`src/rtl/wb_queue.sv`:
```
// Writeback stage: decodes a retiring RV32I instruction, aligns load data and
// queues register-file writes in a DEPTH-entry FIFO. Define WB_FWD_EN to add forwarding ports.
module wb_queue #(
  parameter int DEPTH = 2
) (
  input  logic                         clk,
  input  logic                         rst_n,
  input  logic                         in_valid_i,
  output logic                         in_ready_o,
  input  logic [31:0]                  instr_i,
  input  logic [31:0]                  alu_result_i,
  input  logic [31:0]                  data_i,
  output logic                         rf_we_o,
  output logic [4:0]                   rf_rd_o,
  output logic [31:0]                  rf_wdata_o,
  input  logic                         rf_ready_i,
  output logic                         misalign_o,
  output logic [$clog2(DEPTH+1)-1:0]   count_o
`ifdef WB_FWD_EN
  ,
  input  logic [4:0]                   fwd_rs1_i,
  input  logic [4:0]                   fwd_rs2_i,
  output logic                         fwd_hit1_o,
  output logic                         fwd_hit2_o,
  output logic [31:0]                  fwd_data1_o,
  output logic [31:0]                  fwd_data2_o
`endif
);

  localparam int PW = $clog2(DEPTH);
  localparam int CW = $clog2(DEPTH+1);

  localparam logic [6:0] OPC_LOAD   = 7'b0000011;
  localparam logic [6:0] OPC_OP     = 7'b0110011;
  localparam logic [6:0] OPC_OP_IMM = 7'b0010011;
  localparam logic [6:0] OPC_LUI    = 7'b0110111;
  localparam logic [6:0] OPC_AUIPC  = 7'b0010111;
  localparam logic [6:0] OPC_JAL    = 7'b1101111;
  localparam logic [6:0] OPC_JALR   = 7'b1100111;

  logic [6:0]  opcode;
  logic [2:0]  funct3;
  logic [4:0]  rd;
  logic        is_load;
  logic        is_alu;
  logic        load_ok;
  logic        load_mis;
  logic [7:0]  byte_sel;
  logic [15:0] half_sel;
  logic [31:0] load_data;
  logic        wr_en;
  logic [31:0] wr_data;
  logic        accept;
  logic        push;
  logic        pop;

  logic [4:0]    ent_rd_q   [DEPTH];
  logic [4:0]    ent_rd_d   [DEPTH];
  logic [31:0]   ent_data_q [DEPTH];
  logic [31:0]   ent_data_d [DEPTH];
  logic [PW-1:0] wr_ptr_q, wr_ptr_d;
  logic [PW-1:0] rd_ptr_q, rd_ptr_d;
  logic [CW-1:0] count_q, count_d;
  logic          misalign_q, misalign_d;

  logic unused_instr_bits;
  assign unused_instr_bits = ^instr_i[31:15];

  assign opcode = instr_i[6:0];
  assign funct3 = instr_i[14:12];
  assign rd     = instr_i[11:7];

  assign byte_sel = data_i[{alu_result_i[1:0], 3'b000} +: 8];
  assign half_sel = alu_result_i[1] ? data_i[31:16] : data_i[15:0];

  always_comb begin
    is_load   = (opcode == OPC_LOAD);
    is_alu    = (opcode == OPC_OP) || (opcode == OPC_OP_IMM) || (opcode == OPC_LUI) ||
                (opcode == OPC_AUIPC) || (opcode == OPC_JAL) || (opcode == OPC_JALR);
    load_ok   = 1'b0;
    load_mis  = 1'b0;
    load_data = '0;
    case (funct3)
      3'b000: begin
        load_ok   = 1'b1;
        load_data = {{24{byte_sel[7]}}, byte_sel};
      end
      3'b001: begin
        load_mis  = alu_result_i[0];
        load_ok   = ~alu_result_i[0];
        load_data = {{16{half_sel[15]}}, half_sel};
      end
      3'b010: begin
        load_mis  = (alu_result_i[1:0] != 2'b00);
        load_ok   = (alu_result_i[1:0] == 2'b00);
        load_data = data_i;
      end
      3'b100: begin
        load_ok   = 1'b1;
        load_data = {24'h0, byte_sel};
      end
      3'b101: begin
        load_mis  = alu_result_i[0];
        load_ok   = ~alu_result_i[0];
        load_data = {16'h0, half_sel};
      end
      default: begin
        load_ok   = 1'b0;
        load_mis  = 1'b0;
      end
    endcase
    wr_en   = is_load ? load_ok : is_alu;
    wr_data = is_load ? load_data : alu_result_i;
  end

  assign in_ready_o = (count_q != CW'(DEPTH));
  assign accept     = in_valid_i && in_ready_o;
  // x0 writes and non-writers are consumed without taking a slot
  assign push       = accept && wr_en && (rd != 5'd0);
  assign pop        = (count_q != '0) && rf_ready_i;

  always_comb begin
    ent_rd_d   = ent_rd_q;
    ent_data_d = ent_data_q;
    wr_ptr_d   = wr_ptr_q;
    rd_ptr_d   = rd_ptr_q;
    count_d    = count_q;
    misalign_d = accept && is_load && load_mis;
    if (push) begin
      ent_rd_d[wr_ptr_q]   = rd;
      ent_data_d[wr_ptr_q] = wr_data;
      wr_ptr_d             = wr_ptr_q + PW'(1);
    end
    if (pop) begin
      rd_ptr_d = rd_ptr_q + PW'(1);
    end
    case ({push, pop})
      2'b10:   count_d = count_q + CW'(1);
      2'b01:   count_d = count_q - CW'(1);
      default: count_d = count_q;
    endcase
  end

  always_ff @(posedge clk or negedge rst_n) begin
    if (!rst_n) begin
      ent_rd_q   <= '{default: '0};
      ent_data_q <= '{default: '0};
      wr_ptr_q   <= '0;
      rd_ptr_q   <= '0;
      count_q    <= '0;
      misalign_q <= 1'b0;
    end else begin
      ent_rd_q   <= ent_rd_d;
      ent_data_q <= ent_data_d;
      wr_ptr_q   <= wr_ptr_d;
      rd_ptr_q   <= rd_ptr_d;
      count_q    <= count_d;
      misalign_q <= misalign_d;
    end
  end

  assign count_o    = count_q;
  assign misalign_o = misalign_q;
  assign rf_we_o    = (count_q != '0);
  assign rf_rd_o    = rf_we_o ? ent_rd_q[rd_ptr_q]   : 5'd0;
  assign rf_wdata_o = rf_we_o ? ent_data_q[rd_ptr_q] : 32'd0;

`ifdef WB_FWD_EN
  logic [PW-1:0] fwd_idx;

  // Walk oldest to newest so the newest matching entry overwrites older hits
  always_comb begin
    fwd_idx     = '0;
    fwd_hit1_o  = 1'b0;
    fwd_hit2_o  = 1'b0;
    fwd_data1_o = '0;
    fwd_data2_o = '0;
    for (int i = 0; i < DEPTH; i++) begin
      fwd_idx = rd_ptr_q + PW'(i);
      if (CW'(i) < count_q) begin
        if ((fwd_rs1_i != 5'd0) && (ent_rd_q[fwd_idx] == fwd_rs1_i)) begin
          fwd_hit1_o  = 1'b1;
          fwd_data1_o = ent_data_q[fwd_idx];
        end
        if ((fwd_rs2_i != 5'd0) && (ent_rd_q[fwd_idx] == fwd_rs2_i)) begin
          fwd_hit2_o  = 1'b1;
          fwd_data2_o = ent_data_q[fwd_idx];
        end
      end
    end
  end
`endif

endmodule

```
`config.mk`:
```
export PLATFORM = sky130hd
export DESIGN_NAME = wb_queue
export DESIGN_NICKNAME = d
export VERILOG_FILES = /design/src/rtl/wb_queue.sv
export SDC_FILE = /design/constraint.sdc
export NUM_CORES = 1
export LEC_CHECK = 0
export ABC_CLOCK_PERIOD_IN_PS = 3600
export BUFFER_PORTS_ARGS = -buffer_cell sky130_fd_sc_hd__buf_4
export CAP_MARGIN = 20
export CORE_ASPECT_RATIO = 1.5
export CORE_MARGIN = 1.5
export CORE_UTILIZATION = 45
export CTS_CLUSTER_DIAMETER = 60
export DETAILED_ROUTE_END_ITERATION = 16
export GPL_ROUTABILITY_DRIVEN = 0
export PLACE_DENSITY_LB_ADDON = 0.3
export SETUP_SLACK_MARGIN = 0.05
export SKIP_CTS_REPAIR_TIMING = 1
export SYNTH_ARGS = -nofsm -noshare
export SYNTH_HDL_FRONTEND = slang
export SYNTH_SLANG_ARGS = --single-unit
```
`constraint.sdc`:
```
create_clock -name clk -period 3.6 [get_ports clk]
set_input_delay 0 -clock clk [delete_from_list [all_inputs] [get_ports clk]]
set_output_delay 0 -clock clk [all_outputs]
set_load 0.02 [all_outputs]
```
Word-level counts from Yosys, hierarchy flattened

Cells that the tools add are included.

$add $sub $neg: 4
Magnitude comparators: 3
Equal/unequal tests: 14
Shifts and indexed selects: 1
Multiplexer cells: 21
Bitwise operators: 3
Reduce and logical (&&, ||, !) cells: 20

Operators by type and width:

| cell                                           | count |
|---|---|
| 2-to-1 mux 32 bit                              | 6 |
| one-hot mux 32 bit (5 select lines)            | 1 |
| bitwise mux 64 bit                             | 1 |
| demux 32 bit (select 1 bit)                    | 1 |
| variable part select 32 x 6 -> 8 bit           | 1 |
| 2-to-1 mux 5 bit                               | 5 |
| 2-to-1 mux 16 bit                              | 1 |
| == test 7 x 5 -> 1 bit (second input constant) | 2 |
| == test 7 x 6 -> 1 bit (second input constant) | 2 |
| == test 7 bit (second input constant)          | 2 |
| bitwise mux 10 bit                             | 1 |
| == test 7 x 2 -> 1 bit (second input constant) | 1 |
| logical AND 1 bit                              | 7 |
| == test 3 bit (second input constant)          | 2 |
| nonzero test 2 bit                             | 3 |
| demux 5 bit (select 1 bit)                     | 1 |
| logical OR 1 bit                               | 5 |
| nonzero test 5 bit                             | 1 |
| >= comparator 2 bit (second input constant)    | 2 |
| NOT 1 -> 2 bit                                 | 2 |
| one-hot mux 2 bit (2 select lines)             | 1 |
| OR reduction 2 bit                             | 2 |
| == test 3 x 1 -> 1 bit (second input constant) | 1 |
| == test 3 x 2 -> 1 bit (second input constant) | 1 |
| other kinds (13)                               | 14 |

Bits in registers: 79
Input port bits: 100
Output and inout port bits: 42
Word-level logic and storage cells: 74

Depth between registers and ports, before layout

Depth in word-level cells: 11
Depth in mapped cells: 9
Mapped depth without buffers: 8

Least setup slack after synthesis

No wires, ideal clock.

Path type: reg2reg
Start: register count_q[0] (netlist: count_o[0])
End: register ent_data_q[37] in the netlist's numbering
Setup time: 0.125 ns
Data arrival time: 1.949 ns
Required time: 3.475 ns
Path slack: 1.526 ns
Stages on the path, launching flop included: 8
Buffers on the path: 2
Clock period less this slack: 2.074 ns
Path through: dfrtp_1 -> nand2b_1 -> nand2_1 -> nor3_1 -> and3b_1 -> buf_6 -> buf_6 -> mux2_4

Word-level cells in the longest chain between the ends: 4

Ends and longest elaborated chain:

| element                        | RTL line | RTL |
|---|---|---|
| start, declared                | 63       | `logic [CW-1:0] count_q, count_d;` |
| start signal, assigned         | 157      | `count_q <= count_d;` |
| inequality test 2 bit          | 116      | `assign in_ready_o = (count_q != CW'(DEPTH));` |
| via in_ready_o                 | 9        | `output logic in_ready_o,` |
| logical AND 1 bit              | 117      | `assign accept = in_valid_i && in_ready_o;` |
| logical AND 1 bit (2 in a row) | 119      | `assign push = accept && wr_en && (rd != 5'd0);` |
| end signal, assigned           | 154      | `ent_data_q <= ent_data_d;` |
| end, declared                  | 59       | `logic [31:0] ent_data_q [DEPTH];` |

The timed path passes the listed nets, and every way through them passes these cells.
A chain may end at the register's enable or synchronous reset.

Worst setup path in the final report

Start: input instr_i[4]
End: register ent_data_q[29] in the netlist's numbering

Word-level cells in the longest chain between the ends: 9
Elaborated cells on any way between the ends: 17
Those cells by class: eq/ne: 7; mux: 3; reduce/logical: 7

Ends and longest elaborated chain:

| element                                                                 | RTL line | RTL |
|---|---|---|
| start, declared                                                         | 10       | `input logic [31:0] instr_i,` |
| == test 7 x 6 -> 1 bit / == test 7 x 5 -> 1 bit (equally long branches) | 78       | `is_alu = (opcode == OPC_OP) \|\| (opcode == OPC_OP_IMM) \|\| (opcode == OPC_LUI) \|\|` |
| logical OR 1 bit (3 in a row)                                           | 78       |  |
| logical OR 1 bit (2 in a row)                                           | 79       | `(opcode == OPC_AUIPC) \|\| (opcode == OPC_JAL) \|\| (opcode == OPC_JALR);` |
| 2-to-1 mux 1 bit                                                        | 112      | `wr_en = is_load ? load_ok : is_alu;` |
| logical AND 1 bit (2 in a row)                                          | 119      |  |

Several ways; a longest one is shown, not always the timed one.

==> impl_results.md <==
- Outcome: finished clean
- Net count after synthesis: 533
- Synth Instances: 432
- Row cnt: 45
- Area contributors post-synth: dfrtp_1, mux2_2, mux2_4
- Clk_lat worst skew: 0.33 ns
- Core Area: 10100 um^2
- Area Overhead vs Synth: 29.1%
- Post-synth EDFFs: 0
- Leading area contributor after synthesis: dfrtp_1
- Hold Crit Class: input port to register
- Final min period: 2.72 ns
- Reg-to-reg endpoint: ent_data_q[63]
- Register bit total from synthesis: 79
- ANT nets after route: 0
- Most frequent cells in the layout: buf_4, dfrtp_1, mux2_2
- Post-route cell area: 6010 um^2
- Num ports: 142
- CP max-delay cell: dlygate4sd3_1
- DIE AREA: 11000 um^2
- Setup crit end kind: register
- WL/cell: 19.5 um
- Pin count of the biggest net entering global routing: 80
- Pin slew with the least headroom to its limit: 0.791 ns
- Vias: 3941
- Synthesized area: 4660 um^2
- Max incr delay on CP: 0.54 ns
- RR Startpoint: count_o[0]
- Synth warn: 0
- Setup CP Type: input port to register
- Post-synth cell types: 48
- Vias in the first global route: 4002
- Worst slew margin: 47.1%
- Reg2reg path depth: 6
- Hpwl dp: 9.37 mm
- Cells after DPL: 648
- Part of the cycle the worst path needs: 75.4%
- Gr ovfl total: 0
- # port buffers: 124
- Most common cell after layout, fill and taps aside: buf_4
- CTS tree: built
- Max Slew Vio Count: 0
- PwrDens: 693 nW/um^2
- Register area share after synthesis: 42.4%
- Fin cells: 671
- Total power: 4.17 mW
- Cell mode on critical path: buf_4
- Inserted Clock Buffers: 9
- Die H: 128 um
- Post-route DRC: 0
- WP data arrival: 2.93 ns
- Critical Path RT: 3.81 ns
- Async SR Flop Fraction: 100%
- # clock sinks: 79
- Place WS: 0.907 ns
- Wire length of the first global-routing pass: 20.5 mm
- Final Skew: 0.00676 ns
- CP Launch Type: input port
- Hold_ws: 0.0353 ns
- Starting density of the core: 46.2%
- Drt first pass iters: 5
- Syn Area/Cell: 10.8 um^2
- Min-Delay Endpoint: rd_ptr_q
- Vias per cell: 5.87
- Die Wd: 86.1 um
- CTS max path bufs: 2
- Final setup vio count: 0
- Hold_sp: rf_ready_i
- Critical path buffers and inverters: 4
- Placed Area: 5660 um^2
- Crit-path leading delay family: buffers and inverters
- PnR worst setup slack: 0.884 ns
- WHS Path Cells: 3
- Layout Nets: 652
- Maximum VDD drop: 0.423 mV
- Synth Flop Type: dfrtp_1
- Post-Route WL: 13.1 mm
- Number of diodes: 0
- GRT Overall Usage: 24.4%
- FMAX: 368 MHz
- Yosys top cell area share: 42.4%
- Max-cap violations: 0
- Root Driver: clkbuf_16
- RSZ-0062 raised after global routing: false
- R2R setup slack: 1.13 ns
- CP cell instances: dlygate4sd3_1, buf_4, or4_1, buf_4, o31a_1, nand3_2, buf_4, mux2_2
- DR iter-0 viols: 219
- CP max FO: 32
- Clk slew on worst S/H paths: 0.06 ns
- Fin. Hold Viols: 0
- Setup TNS: 0 ns
- H-tree Lvls: 3
- Ratio of cells with drive above 1 in the final layout: 42.4%
- Final core utilization: 59.7%
- P_leak: 3.03 nW
- Initial antenna violation count: 0
report_power, final:
group / internal (mW) / switching [mW] / total (mW)
clock: 0.476 / 0.332 / 0.808
sequential: 1.24 / 0.264 / 1.50
combinational: 0.959 / 0.896 / 1.85
total: 2.67 / 1.49 / 4.17
flip-flops by register name (all words and copies together), names as in the netlist:
name	count
ent_data_q	64
ent_rd_q	10
count_o	2
misalign_o	1
rd_ptr_q	1
wr_ptr_q	1
worst reg2reg max path: stages (launching register included):
cell      delay, ns
dfrtp_1        0.45
nand2b_1       0.17
nand2_1        0.09
nor3_1         0.31
and3b_2        0.67
buf_12         0.29
mux2_2         0.37
routing by layer:
layer	global-route usage, %	part of all wire (%)	vias to the layer above	wire length [um]
li1	-	-	1787	-
met1	28.4	38	1944	4940
met2	41.0	51	160	6680
met3	4.91	6.1	50	805
met4	14.7	5.1	0	669
met5	0	0	-	0
Yosys cell counts, drive strengths merged (2+ instances only):
master	instances
nor3	5
nand3	34
or2	3
buf	11
o21ai	18
xor2	2
nor4	3
dfrtp	79
a221oi	12
a222oi	2
inv	3
clkbuf	21
nand2b	3
a211oi	2
xnor2	3
mux2i	44
mux2	80
nor2b	2
nor2	45
nand2	37
or4	4
worst max path at each step:
stage | slack (ns) | cells after the start | endpoint | startpoint
2_1_floorplan | 1.53 | 7 | ent_data_q[37] | count_o[0]
3_3_place_gp | 0.94 | 8 | ent_data_q[13] | instr_i[3]
3_5_place_dp | 0.91 | 8 | ent_data_q[23] | instr_i[3]
4_1_cts | 1.10 | 6 | ent_data_q[63] | count_o[0]
5_1_grt | 0.83 | 8 | ent_data_q[24] | instr_i[4]
6_report | 0.88 | 8 | ent_data_q[29] | instr_i[4]
layout make-up:
type                            instances  area (um^2)
Fill cell                             842         4070
Timing Repair Buffer                  140         1100
Sequential cell                        79         1980
Inverter                                3         11.3
Multi-Input combinational cell        318         2520
Tap cell                              117          146
Clock buffer                           12          246
Clock inverter                          2         10.0
cell families (layout without fill, tap and decap cells):
logic type,Yosys count,in the layout,synth area share [%]
and+or+nand+nor,143,143,14.5
DFF,79,79,42.4
buffers and inverters,35,157,3.55
adders and majority gates,1,1,0.269
xor gates and xnor gates,5,5,0.940
AOI/OAI and AO/OA,44,44,6.66
muxes,125,125,31.7
No activity file was read; power rests on OpenSTA's default activity.
